## src/rtl/rl_ram_1r1w_stream_rd.sv

```systemverilog
// Burst read engine: sequential reads from a 1R1W RAM read port, returned as a valid/ready stream
// through a 2-entry skid FIFO. Optional abort_i port is enabled by defining RL_RAM_RD_ABORT_EN.
module rl_ram_1r1w_stream_rd #(
  parameter int ABITS = 10,
  parameter int DBITS = 32,
  parameter int LBITS = ABITS + 1
) (
  input  logic             clk_i,
  input  logic             rst_ni,
  input  logic             start_i,
  input  logic [ABITS-1:0] addr_i,
  input  logic [LBITS-1:0] len_i,
  output logic             busy_o,
  output logic             done_o,
  output logic [ABITS-1:0] raddr_o,
  input  logic [DBITS-1:0] rdata_i,
  output logic [DBITS-1:0] dout_o,
  output logic             dvalid_o,
  input  logic             dready_i,
  output logic             dlast_o
`ifdef RL_RAM_RD_ABORT_EN
  ,
  input  logic             abort_i
`endif
);

  localparam logic [1:0] ST_IDLE  = 2'd0;
  localparam logic [1:0] ST_RUN   = 2'd1;
  localparam logic [1:0] ST_DRAIN = 2'd2;
  localparam logic [LBITS-1:0] LEN_ONE = LBITS'(1);

  logic [1:0]       state_q, state_d;
  logic [ABITS-1:0] raddr_q, raddr_d;
  logic [LBITS-1:0] cnt_q, cnt_d;
  logic             inflight_q, inflight_d;
  logic             infl_last_q, infl_last_d;
  logic             done_q, done_d;
  logic [DBITS-1:0] mem_q [2];
  logic [DBITS-1:0] mem_d [2];
  logic [1:0]       lastf_q, lastf_d;
  logic             wr_ptr_q, wr_ptr_d;
  logic             rd_ptr_q, rd_ptr_d;
  logic [1:0]       fcnt_q, fcnt_d;

  logic             abort_w;
  logic             pop;
  logic             push;
  logic             issue;
  logic [2:0]       occ;

`ifdef RL_RAM_RD_ABORT_EN
  assign abort_w = abort_i;
`else
  assign abort_w = 1'b0;
`endif

  assign pop  = (fcnt_q != 2'd0) && dready_i;
  assign push = inflight_q;
  // Occupancy once the in-flight beat lands; holding it below 2 keeps the FIFO from overflowing.
  assign occ   = {1'b0, fcnt_q} + {2'b00, inflight_q} - {2'b00, pop};
  assign issue = (state_q == ST_RUN) && (occ < 3'd2);

  always_comb begin
    state_d     = state_q;
    raddr_d     = raddr_q;
    cnt_d       = cnt_q;
    done_d      = 1'b0;
    inflight_d  = issue;
    infl_last_d = issue && (cnt_q == LEN_ONE);
    mem_d       = mem_q;
    lastf_d     = lastf_q;
    wr_ptr_d    = wr_ptr_q;
    rd_ptr_d    = rd_ptr_q;
    fcnt_d      = fcnt_q + {1'b0, push} - {1'b0, pop};

    if (push) begin
      mem_d[wr_ptr_q]   = rdata_i;
      lastf_d[wr_ptr_q] = infl_last_q;
      wr_ptr_d          = ~wr_ptr_q;
    end
    if (pop) begin
      rd_ptr_d = ~rd_ptr_q;
    end

    case (state_q)
      ST_IDLE: begin
        if (start_i) begin
          if (len_i != '0) begin
            raddr_d = addr_i;
            cnt_d   = len_i;
            state_d = ST_RUN;
          end else begin
            done_d = 1'b1;
          end
        end
      end
      ST_RUN: begin
        if (issue) begin
          raddr_d = raddr_q + 1'b1;
          cnt_d   = cnt_q - LEN_ONE;
          if (cnt_q == LEN_ONE) begin
            state_d = ST_DRAIN;
          end
        end
      end
      ST_DRAIN: begin
        if (pop && lastf_q[rd_ptr_q]) begin
          done_d  = 1'b1;
          state_d = ST_IDLE;
        end
      end
      default: state_d = ST_IDLE;
    endcase

    // Abort drops everything queued or in flight and returns to IDLE without a done pulse.
    if (abort_w && (state_q != ST_IDLE)) begin
      state_d     = ST_IDLE;
      done_d      = 1'b0;
      inflight_d  = 1'b0;
      infl_last_d = 1'b0;
      fcnt_d      = 2'd0;
      wr_ptr_d    = 1'b0;
      rd_ptr_d    = 1'b0;
    end
  end

  always_ff @(posedge clk_i or negedge rst_ni) begin
    if (!rst_ni) begin
      state_q     <= ST_IDLE;
      raddr_q     <= '0;
      cnt_q       <= '0;
      inflight_q  <= 1'b0;
      infl_last_q <= 1'b0;
      done_q      <= 1'b0;
      mem_q       <= '{default: '0};
      lastf_q     <= '0;
      wr_ptr_q    <= 1'b0;
      rd_ptr_q    <= 1'b0;
      fcnt_q      <= 2'd0;
    end else begin
      state_q     <= state_d;
      raddr_q     <= raddr_d;
      cnt_q       <= cnt_d;
      inflight_q  <= inflight_d;
      infl_last_q <= infl_last_d;
      done_q      <= done_d;
      mem_q       <= mem_d;
      lastf_q     <= lastf_d;
      wr_ptr_q    <= wr_ptr_d;
      rd_ptr_q    <= rd_ptr_d;
      fcnt_q      <= fcnt_d;
    end
  end

  assign busy_o   = (state_q != ST_IDLE);
  assign done_o   = done_q;
  assign raddr_o  = raddr_q;
  assign dvalid_o = (fcnt_q != 2'd0);
  assign dout_o   = mem_q[rd_ptr_q];
  assign dlast_o  = dvalid_o && lastf_q[rd_ptr_q];

endmodule

```

## config.mk

```make
export PLATFORM = sky130hd
export DESIGN_NAME = rl_ram_1r1w_stream_rd
export DESIGN_NICKNAME = d
export VERILOG_FILES = /design/src/rtl/rl_ram_1r1w_stream_rd.sv
export SDC_FILE = /design/constraint.sdc
export NUM_CORES = 1
export LEC_CHECK = 0
export CAP_MARGIN = 10
export CORE_ASPECT_RATIO = 1.4
export CORE_MARGIN = 10
export CORE_UTILIZATION = 44
export CTS_BUF_LIST = sky130_fd_sc_hd__clkbuf_16
export DETAILED_ROUTE_END_ITERATION = 8
export GPL_ROUTABILITY_DRIVEN = 1
export MAX_ROUTING_LAYER = met4
export PLACE_DENSITY = 0.74
export SYNTH_ARGS = -nofsm -noshare
export SYNTH_HDL_FRONTEND = slang
export SYNTH_SLANG_ARGS = --single-unit
```

## constraint.sdc

```tcl
create_clock -name clk_i -period 2.85 [get_ports clk_i]
set_input_delay 0.57 -clock clk_i [delete_from_list [all_inputs] [get_ports clk_i]]
set_output_delay 0.57 -clock clk_i [all_outputs]
set_load 0.005 [all_outputs]
```

After elaboration in Yosys (flattened, before gate mapping) --
Index checks and enable logic that the tools add are counted. W data, S select, Z words.
Word-level totals: register bits 96, bits in latches 0, memory bits (writable) 0, memory bits (read-only) 0, output and inout bits 46, word-level logic and storage cells 80, memories kept 0
Operators by class: add/sub/neg operators 6, multipliers 0, div/mod/pow operators 0, magnitude comparators 7, equal/unequal tests 8, shift operators 0, muxes and demuxes 29, bitwise logic cells 4, reduce and logical (&&, ||, !) cells 14
Operators by type and width (count):
- $mux W32 | 4
- $bwmux W64 | 1
- $mux W11 | 3
- $demux W32 S1 | 1
- $mux W10 | 3
- $pmux W11 S2 | 1
- $pmux W10 S2 | 1
- $eq A11 B1 Y1 const B | 1
- $reduce_bool A11 Y1 | 1
- $sub A11 B1 Y11 const B | 1
- $add A10 B1 Y10 const B | 1
- $mux W2 | 5
- $ne A2 B2 Y1 const B | 4
- $logic_and A1 B1 Y1 | 7
- $mux W1 | 6
- $pmux W2 S3 | 1
- $reduce_bool A2 Y1 | 3
- $reduce_and A5 Y1 | 1
- $ge A2 B2 Y1 const B | 2
- $lt A1 B2 Y1 const B | 2
- $not A1 Y2 | 2
- $reduce_and A4 Y1 | 1
- $add A2 B1 Y3 | 1
- $lt A3 B2 Y1 const B | 1
- 13 further kinds | 14

Logic depth before layout (Yosys ltp) --
Gate-level depths: netlist of the first run.
depth in word-level cells 7, depth in mapped cells 11, gate-level depth less buffers 10

Least setup slack after synthesis of the first run --
Ideal clock, no wire load.
path type register to register, from reg fcnt_q[1], to reg raddr_q[2], in the netlist raddr_o[2], arrival time 2.698 ns, data required time 2.771 ns, slack 0.072 ns, cell stages (with the launch flop) 12, buffers on the path 1, period minus slack after synthesis 2.778 ns, cells stage by stage dfrtp_1 -> o21ai_0 -> inv_1 -> ha_1 -> inv_1 -> ha_1 -> fa_1 -> nor3b_1 -> a21oi_1 -> nor2_1 -> buf_2 -> a2bb2oi_1
On the way: longest elaborated chain between the ends 7, elaborated cells between the ends (all ways) 8, those cells by class add/sub (2); order compare (1); eq/ne (1); reduce/logical (4)
Ends and longest elaborated chain:
- from (decl) | line 43 | logic [1:0] fcnt_q, fcnt_d;
- from (signal assigned) | line 151 | fcnt_q <= fcnt_d;
- $reduce_bool A2 Y1 | line 57 | assign pop = (fcnt_q != 2'd0) && dready_i;
- $logic_and A1 B1 Y1 | line 57
- named net pop | line 46 | logic pop;
- $sub A3 B1 Y3 | line 60 | assign occ = {1'b0, fcnt_q} + {2'b00, inflight_q} - {2'b00, pop};
- $lt A3 B2 Y1 | line 61 | assign issue = (state_q == ST_RUN) && (occ < 3'd2);
- $logic_and A1 B1 Y1 | line 61
- $ne A2 B2 Y1 (no source line)
- $reduce_and A4 Y1 (no source line)
- to (signal assigned) | line 142 | raddr_q <= raddr_d;
- to (decl) | line 33 | logic [ABITS-1:0] raddr_q, raddr_d;
The timed path passes the listed nets, and every way through them passes these cells. A chain may end at the register's enable or synchronous reset.

Final worst setup path of the first run --
from reg fcnt_q[0], to reg cnt_q[4]
On the way: longest elaborated chain between the ends 7, elaborated cells between the ends (all ways) 8, those cells by class add/sub (2); order compare (1); eq/ne (1); reduce/logical (4)
Ends and longest elaborated chain:
- $reduce_bool A2 Y1 | line 57
- $logic_and A1 B1 Y1 | line 57
- named net pop | line 46
- $sub A3 B1 Y3 | line 60
- $lt A3 B2 Y1 | line 61
- $logic_and A1 B1 Y1 | line 61
- $ne A2 B2 Y1 (no source line)
- $reduce_and A4 Y1 (no source line)
- to (signal assigned) | line 143 | cnt_q <= cnt_d;
- to (decl) | line 34 | logic [LBITS-1:0] cnt_q, cnt_d;
The timed path passes the listed nets, and every way through them passes these cells.

==> qor.txt, run 1 <==
Drt initial violations: 218
Post-synth net total: 448
Sequential share of the synthesized area: 0.515
Worst reg2reg path startpoint: fcnt_q[0]
Register area: 0.00240 sq mm
Worst Hold Class: in2async
Max Cap Viol: 0
#FFs+latches synth: 96
Worst R2R Path Depth: 12
Worst-path cell chain: o21ai_2, inv_1, ha_1, inv_1, ha_2, fa_2, nor3b_4, a21o_1, clkbuf_16, buf_4, a31oi_1, a21oi_1
H-tree Lvls: 3
Worst Path Arrival: 2.93 ns
Pin count of the biggest net entering global routing: 40
Mapped cell area: 0.00467 sq mm
Flop2flop setup slack: 0.18 ns
CTS tree: done
Vias/cell: 5.57
Residual DRC count: 0
Root buf cell: clkbuf_16
P_sw: 2620 uW
Starting Density: 0.451
Async set-reset flop share out of synthesis: 1.00
Total die area: 0.0152 sq mm
Fin. Hold Viols: 0
Post-synth EDFFs: 0
Clock power frac: 0.160
Tcrit/Tclk final: 0.936
Worst vdd ir: 0.526 mV
Crit Path Class: reg2reg
Crit path from: fcnt_q[0]
Final Instance Area: 0.00634 sq mm
Worst-path clk slew: 0.07 ns
First-pass GRT wire length: 19400 um
Final setup violation count: 0
Nets: 562
DRT antenna net count: 0
Worst-Margin Slew: 0.748 ns
Total GRT Usage: 0.161
Hold Buf Count CTS: 0
Tmin final: 2.67 ns
Crit-path most repeated cell: inv_1
Ports: 103
Critical Path Start Type: flop
Highest clock rate: 375 MHz
Synthesis-to-layout area growth: 35.8%
Row count: 44
Die W: 107 um
Clock Latency Late Sink: 0.34 ns
Max_slew headroom: 0.500
Hold slack: 0.187 ns
Logic pwr share: 0.514
Fraction of layout instances using a drive strength above 1: 0.312
Pre-antenna DRT Iters: 4
Vias in the first global route: 3804
Dpl cell area: 0.00593 sq mm
Reg power frac: 0.326
Final Max Tran Viols: 0
WP data required: 3.12 ns
Unique masters post-synth: 54
Vias after detailed routing: 3573
Diodes inserted: 0
Status: completed
Switching part of the total: 0.338
Wire per inst: 18.4 um
Max FO, Critical Path: 5
Final GP Congestion: 0.894
Die H: 142 um
Post-DP HPWL: 8680 um
Grt ovf: 0
Synthesis warning total: 0
Worst R2R End: cnt_q[4]
Worst setup EP type: flop
Slowest cell on the critical path: fa_2
CTS Buf Count: 9
Antenna violations before repair: 0
Fin util: 0.612
Core ar.: 0.0103 sq mm
Fill cells: 894
Clock sink total: 96
CP max stage delay: 0.48 ns
Internal: 5150 uW
Top_reg_cell synth: dfrtp_1
Mean Syn Cell Area: 12.1 sq um
Static Leak: 0.00263 uW
Crit path to: cnt_q[4]
Longest Clk Path Bufs: 2
Worst Skew: 0.00568 ns
Pwr dens: 1230 mW/mm^2
Port Buffers: 102
Area occupied by multi-input gates: 0.00218 sq mm
Synth Instances: 385
DRT Wirelength: 11800 um
-- routing by layer --
metal / routed length (um) / GRT usage / share of wire
met5: 0 / - / 0
met4: 176 / 0.0522 / 0.015
met3: 742 / 0.0426 / 0.063
met2: 5900 / 0.263 / 0.50
met1: 4980 / 0.189 / 0.42
-- synthesized netlist by cell type, drive strengths merged, types with 5 or more instances --
library cell / number / area [sq um]
nand2: 17 / 63.8
clkbuf: 8 / 40.0
buf: 14 / 65.1
a31oi: 13 / 81.3
nand3: 7 / 40.0
nor2: 17 / 63.8
inv: 9 / 33.8
mux2: 98 / 1100
a21oi: 14 / 70.1
dfrtp: 96 / 2400
o31ai: 5 / 37.5
o21ai: 11 / 55.1
nor3: 14 / 75.1
ha: 5 / 62.6
-- layout make-up --
| class | count | area share |
|---|---|---|
| timing repair buffer | 125 | 0.196 |
| multi-input combinational | 258 | 0.344 |
| clock buffer | 9 | 0.0355 |
| sequential | 96 | 0.379 |
| clock inverter | 7 | 0.0134 |
| inverter | 9 | 0.00533 |
| tap | 138 | 0.0273 |
-- critical path, delay by kind of cell, from the launching register on --
kind	cells	cell delay, ns
adder cells (fa/ha/maj)	3	0.93
AO/OA/AOI/OAI	4	0.63
buffers and inverters	4	0.41
flip-flops	1	0.39
AND/OR/NAND/NOR	1	0.21
-- worst min path at each step --
stage                           end  slack [ns]
after floorplan            cnt_q[0]        0.27
after global placement    mem_q[23]        0.48
final                     mem_q[13]        0.19
after CTS                 mem_q[13]        0.19
after global routing      mem_q[13]        0.21
after detailed placement   mem_q[6]        0.49
-- flip-flops by register name, indices dropped and copies added, names as in the netlist, 2 cells and up --
register,flops
fcnt_q,2
raddr_o,10
state_q,2
cnt_q,11
mem_q,64
lastf_q,2
-- layout by cell type (no fill, tap or decap), types with 2 or more instances in the layout --
master,netlist,routed
a21oi_1,14,13
a2bb2oi_1,3,3
a311oi_1,3,3
a31o_2,3,3
a31oi_1,13,13
and3_1,3,3
buf_12,0,2
buf_4,1,20
clkbuf_16,0,10
clkdlybuf4s50_1,0,100
dfrtp_1,96,96
ha_1,5,4
inv_1,9,9
inv_6,0,4
mux2_2,98,98
mux2i_1,3,3
nand2_1,17,17
nand2b_1,2,2
nand3_1,6,6
nand4_1,3,3
nor2_1,17,17
nor3_1,13,13
nor3b_1,3,2
nor4_1,3,3
o21ai_0,11,10
o22ai_1,3,3
o31ai_1,5,5
or4_4,2,2
xnor2_1,2,2
-- power by group through the flow --
| stage | Clock, uW | Sequential (uW) | Combinational [uW] |
|---|---|---|---|
| 3_5_place_dp | 0 | 2550 | 3750 |
| 5_1_grt | 1340 | 2630 | 4320 |
| 6_report | 1250 | 2530 | 3990 |
| 4_1_cts | 1270 | 2530 | 3840 |
| 3_3_place_gp | 0 | 2500 | 3660 |
| 2_1_floorplan | 0 | 2370 | 2130 |
-- kinds of logic (layout without fill, tap and decap cells) --
| family | Yosys count | in the layout | share of synthesized area |
|---|---|---|---|
| DFF | 96 | 96 | 0.515 |
| xor gates and xnor gates | 4 | 4 | 0.00751 |
| and+or+nand+nor | 80 | 80 | 0.0912 |
| AOI/OAI and AO/OA | 67 | 67 | 0.0963 |
| buffers and inverters | 31 | 150 | 0.0298 |
| adders and majority gates | 6 | 6 | 0.0177 |
| muxes | 101 | 101 | 0.243 |
-- stage by stage --
| step | std cells | setup TNS (ns) | setup slack [ns] | total power, uW |
|---|---|---|---|---|
| final | 642 | 0 | 0.183 | 7770 |
| after global routing | 642 | -0.0285 | -0.0285 | 8300 |
| after CTS | 638 | 0 | 0.00883 | 7640 |
| after detailed placement | 622 | -10.04 | -0.557 | 6290 |
| after global placement | 622 | -8.47 | -0.497 | 6160 |
| after floorplan | 385 | 0 | 0.0721 | 4500 |
-- timing repair --
action / 4_1_cts / 5_1_grt
pin swaps: 1 / 4
setup endpoints to repair: 19 / 20
setup buffers: 0 / 3
resized for setup: 5 / 7
cloned: 0 / 1
No activity file was read; power rests on OpenSTA's default activity.
==> run 2, diff against run 1 <==
--- a/config.mk
+++ b/config.mk
@@ -12,8 +12,8 @@
 export CTS_BUF_LIST = sky130_fd_sc_hd__clkbuf_16
 export DETAILED_ROUTE_END_ITERATION = 8
 export GPL_ROUTABILITY_DRIVEN = 1
-export MAX_ROUTING_LAYER = met4
-export PLACE_DENSITY = 0.74
+export PLACE_DENSITY = 0.71
+export SKIP_LAST_GASP = 1
 export SYNTH_ARGS = -nofsm -noshare
 export SYNTH_HDL_FRONTEND = slang
 export SYNTH_SLANG_ARGS = --single-unit
==> constraint.sdc (replaced) <==
create_clock -name clk_i -period 2.6 [get_ports clk_i]
set_input_delay 0.52 -clock clk_i [delete_from_list [all_inputs] [get_ports clk_i]]
set_output_delay 0.52 -clock clk_i [all_outputs]
set_load 0.005 [all_outputs]
==> qor.txt, run 2 (synthesis gave the netlist of run 1 again) <==
Status: completed
Die H: 142 um
Clock Latency Late Sink: 0.34 ns
Biggest register: mem_q
Static Leak: 0.00264 uW
Antenna violations before repair: 0
Post-DP HPWL: 8920 um
Hold slack: 0.120 ns
Largest register FFs: 64
Row count: 44
Worst vdd ir: 0.607 mV
M2 GR Usage: 0.269
Worst Path Arrival: 2.80 ns
Grt peak-use layer: met2
Most frequent cells in the layout: clkdlybuf4s50_1, mux2_2, dfrtp_1
H-tree Lvls: 3
Final Non-Filler Cells: 645
Final GP Congestion: 0.858
Place WS: -0.486 ns
Pre-antenna DRT Iters: 5
Max_slew headroom: 0.635
Grt met1 use: 0.197
Nets: 565
Highest clock rate: 394 MHz
Synthesis-to-layout area growth: 37.5%
Drt initial violations: 140
Total GRT Usage: 0.162
Final Max Tran Viols: 0
CTS tree: done
Vias/cell: 5.59
Fill cells: 846
DRT Wirelength: 12200 um
Total die area: 0.0152 sq mm
Wire per inst: 18.9 um
Longest Clk Path Bufs: 2
Tcrit/Tclk final: 0.977
Residual DRC count: 0
Die W: 107 um
Pwr dens: 1340 mW/mm^2
Pin count of the biggest net entering global routing: 35
Clock sink total: 96
Critical Path Start Type: flop
Vias in the first global route: 3849
Setup TNS: 0 ns
Tmin final: 2.54 ns
Worst-path clk slew: 0.07 ns
Inst Count DP: 627
Worst setup EP type: flop
Met3 Use GR: 0.0530
Fin util: 0.620
CTS Buf Count: 9
Vias after detailed routing: 3604
WP data required: 2.86 ns
First-pass GRT wire length: 20000 um
Diodes inserted: 0
Grt ovf: 0
Max Cap Viol: 0
Hold Buf Count CTS: 0
Final worst slack: 0.0610 ns
Worst Skew: 0.00479 ns
Fin. Hold Viols: 0
Worst-Margin Slew: 0.547 ns
Root buf cell: clkbuf_16
Starting Density: 0.451
Port Buffers: 102
Worst Hold Class: in2async
Ports: 103
Fraction of layout instances using a drive strength above 1: 0.341
Most common cell after layout, fill and taps aside: clkdlybuf4s50_1
Final setup violation count: 0
Crit Path Class: reg2reg
RSZ-0062 raised after global routing: true
Max FO, Critical Path: 8
Core ar.: 0.0103 sq mm
DRT antenna net count: 0
[run 2: cell types whose count changed in the layout (fill, tap and decap cells not counted), moves of 3 or more]
cell,delta
a21oi_2,+5
buf_6,+3
a2bb2oi_1,-3
a2bb2oi_2,+3
a21oi_1,-5
[run 2: what timing repair did]
| item | in CTS | in global routing |
|---|---|---|
| gates resized for setup | 13 | 15 |
| setup endpoints to repair | 21 | 45 |
| buffers inserted | 1 | 1 |
| endpoints found under the hold margin | 0 | 0 |
| pin swaps | 14 | 9 |
[run 2: area by class of cell]
cell class / count / area [sq um] / share of cell area
sequential: 96 / 2400 / 0.374
clock inverter: 7 / 76.3 / 0.0119
timing repair buffer: 128 / 1260 / 0.197
clock buffer: 9 / 225 / 0.0351
tap: 138 / 173 / 0.0269
inverter: 9 / 33.8 / 0.00526
multi-input combinational: 258 / 2240 / 0.349
[run 2: worst paths after layout]
kind                       startpoint         end  slack, ns  depth (start not counted)
min                            rst_ni   mem_q[41]       0.12                          1
max reg2reg                 fcnt_q[1]  raddr_o[8]       0.06                         12
max                         fcnt_q[1]  raddr_o[8]       0.06                         12
min in group clk_i          mem_q[58]   mem_q[58]       0.50                          1
min reg2reg                 mem_q[58]   mem_q[58]       0.50                          1
max in group asynchronous      rst_ni   mem_q[54]       1.85                          2
[run 2: metrics by stage]
stage / area, sq um / total power, uW
after floorplan: 4680 / 4970
after global placement: 5990 / 6810
after detailed placement: 5990 / 6960
after CTS: 6350 / 8500
after global routing: 6420 / 9160
final: 6420 / 8590
[run 2: worst max-delay path, cell delays in order (launching register included)]
cell     delay [ns]
dfrtp_1        0.39
o21ai_2        0.15
inv_1          0.06
ha_1           0.28
inv_2          0.04
ha_4           0.15
fa_2           0.54
nor3b_2        0.05
buf_4          0.15
a21oi_4        0.29
nor2_4         0.06
buf_6          0.16
a21oi_1        0.13
[run 2: metal layers]
metal  routed length (um)  vias up
met3                  850       13
met5                    0        -
met2                 6170      140
met4                  121        0
li1                     -     1659
met1                 5020     1792
[run 2: power by group]
part / switching (uW) / internal (uW) / leakage (uW)
clock: 588 / 754 / 0.000144
sequential: 571 / 2230 / 0.00113
combinational: 1790 / 2650 / 0.00136
==> run 3, diff against run 2 <==
--- a/config.mk
+++ b/config.mk
@@ -5,6 +5,7 @@
 export SDC_FILE = /design/constraint.sdc
 export NUM_CORES = 1
 export LEC_CHECK = 0
+export ABC_AREA = 1
 export CAP_MARGIN = 10
 export CORE_ASPECT_RATIO = 1.4
 export CORE_MARGIN = 10
==> qor.txt, run 3 <==
Die H: 144 um
Worst vdd ir: 0.659 mV
Top cells by count, synth: nand2_1, dfrtp_1, o21ai_0
Mux contribution to synthesized area: 0
Final GP Congestion: 0.855
RSZ-0062 raised after global routing: true
Slowest cell on the critical path: fa_1
Synthesis warning total: 0
Root buf cell: clkbuf_16
Fraction of layout instances using a drive strength above 1: 0.108
Final worst slack: -0.0101 ns
Mapped cell area: 0.00485 sq mm
Total GRT Usage: 0.163
Core ar.: 0.0108 sq mm
Yosys top cell area share: 0.496
Most frequent cell after synthesis: nand2_1
Row count: 45
Hold Buf Count CTS: 0
Logic pwr share: 0.522
H-tree Lvls: 3
Fill cells: 983
Diodes inserted: 0
Tcrit/Tclk final: 1.00
Top Layer Used: met4
Setup TNS: -0.0457 ns
Clock sink total: 96
Main area contributors after synthesis: dfrtp_1, nand2_1, o21ai_0, inv_1, nand3_1
Largest area contributor in the netlist: dfrtp_1
Vias in the first global route: 4424
Worst Hold Class: in2async
Largest family of logic cells by synthesized area: simple AND/OR/NAND/NOR gates
Post-synth EDFFs: 0
Drt initial violations: 144
Pin count of the biggest net entering global routing: 59
DRT Wirelength: 12600 um
Crit Path Class: reg2reg
Routed met1 length: 5290 um
Largest register FFs: 64
Worst-Margin Slew: 0.524 ns
Highest clock rate: 383 MHz
Post-synth net total: 712
Ports: 103
Antenna violations before repair: 0
Max_slew headroom: 0.651
Starting Density: 0.448
Worst-path cell chain: nor2_2, inv_2, nand2_2, inv_2, ha_4, inv_2, ha_4, fa_1, inv_1, nand3_2, nand2_2, nand2_2, nor2_4, buf_12, clkbuf_16, nand2_1, nand2_1
Wire per inst: 14.0 um
Worst Skew: 0.00549 ns
Static Leak: 0.00332 uW
Switching part of the total: 0.378
Biggest register: mem_q
Critical Path Start Type: flop
Post-Synth Simple-Gate Area: 0.291
Worst R2R Path Depth: 17
Post-DP HPWL: 8850 um
DRT antenna net count: 0
Reg power frac: 0.309
Grt ovf: 0
Worst Path Buf+Inv: 6
Top_reg_cell synth: dfrtp_1
Wire length on met2: 6230 um
WP data required: 2.87 ns
Place WS: -0.366 ns
Unique masters post-synth: 33
Fin. Hold Viols: 0
Failing checks: negative setup slack
Vias/cell: 4.95
Max Cap Viol: 0
Flop2flop setup slack: -0.01 ns
Nets: 817
Longest Clk Path Bufs: 2
#FFs+latches synth: 96
Worst reg2reg path startpoint: fcnt_q[1]
Port Buffers: 102
First-pass GRT wire length: 20800 um
Mean Syn Cell Area: 7.47 sq um
CTS Buf Count: 9
Total die area: 0.0157 sq mm
Status: finished, violations left
Synth Instances: 649
Die W: 109 um
Pre-antenna DRT Iters: 4
Worst setup EP type: flop
Internal: 5470 uW
Worst Path Arrival: 2.88 ns
Sequential share of the synthesized area: 0.496
Max FO, Critical Path: 6
Compound-Gate Fraction of Synth Area: 0.108
CP max stage delay: 0.49 ns
Final Max Tran Viols: 0
Family with the most delay on the worst path: adder cells
Final setup violation count: 8
Clock Latency Late Sink: 0.34 ns
Clock power frac: 0.169
Worst R2R End: raddr_o[1]
Async set-reset flop share out of synthesis: 1.00
Post-Synth XOR/XNOR Area: 0.00181
Residual DRC count: 0
Post-Synth Adder-Cell Area: 0.0170
P_sw: 3330 uW
Routed met3 length: 842 um
CTS tree: done
Synthesis-to-layout area growth: 35.9%
Vias after detailed routing: 4457
Tmin final: 2.61 ns
Most frequent cells in the layout: nand2_1, clkdlybuf4s50_1, dfrtp_1
Most common cell after layout, fill and taps aside: nand2_1
Pwr dens: 1340 mW/mm^2
Worst-path clk slew: 0.06 ns
-- run 3: per-stage QoR --
step | total power, uW | utilization | cells | hold slack [ns] | area (sq um)
final | 8800 | 0.609 | 900 | 0.164 | 6590
after floorplan | 5010 | - | 649 | 0.224 | 4850
after detailed placement | 6890 | 0.560 | 876 | 0.473 | 6060
after global routing | 9580 | 0.609 | 900 | 0.188 | 6590
after global placement | 6740 | 0.560 | 876 | 0.464 | 6060
after CTS | 8420 | 0.592 | 892 | 0.168 | 6400
-- run 3: worst register-to-register path, delay by kind of cell, from the launching register on --
family | cells | cell delay [ns]
flip-flops | 1 | 0.41
adder cells (fa/ha/maj) | 3 | 0.89
buffers and inverters | 6 | 0.54
AND/OR/NAND/NOR | 8 | 0.75
-- run 3: worst max-delay path by stage --
stage / startpoint / end / slack [ns] / depth (start not counted)
6_report: fcnt_q[1] / raddr_o[1] / -0.01 / 17
5_1_grt: fcnt_q[1] / cnt_q[10] / -0.14 / 17
4_1_cts: fcnt_q[1] / cnt_q[10] / 0.003 / 16
3_5_place_dp: dready_i / cnt_q[10] / -0.37 / 15
3_3_place_gp: dready_i / cnt_q[10] / -0.27 / 15
2_1_floorplan: fcnt_q[1] / raddr_o[9] / 0.19 / 15
-- run 3: layout make-up --
class / count / area (sq um) / share of cell area
flip-flops and latches: 96 / 2400 / 0.365
repair buffers: 123 / 1310 / 0.198
clock inverters: 7 / 119 / 0.0180
clock buffers: 9 / 225 / 0.0342
well taps: 141 / 176 / 0.0268
multi-input cells: 452 / 2090 / 0.317
inverters: 72 / 270 / 0.0410
-- run 3: cell families after synthesis --
family / count (synthesis)
simple gates: 350
buf+inv: 101
flops: 96
compound gates: 95
fa+ha+maj: 6
xor+xnor: 1
-- run 3: per-layer routing --
metal	up-vias	GRT usage
li1	2219	-
met1	2084	0.199
met2	133	0.267
met3	21	0.0441
met4	0	0.0633
met5	-	0
-- run 3: repair_timing --
action | 4_1_cts | 5_1_grt
pin swaps | 1 | 11
gates cloned | 0 | 3
endpoints found under the setup margin | 7 | 23
resized for setup | 0 | 19
setup buffers | 0 | 5
-- run 3: power groups by stage --
stage / clock network [uW] / registers [uW] / logic (uW)
floorplan: 0 / 2600 / 2400
global placement: 0 / 2690 / 4040
detailed placement: 0 / 2720 / 4170
CTS: 1530 / 2710 / 4180
global route: 1600 / 2820 / 5160
finish: 1490 / 2720 / 4600
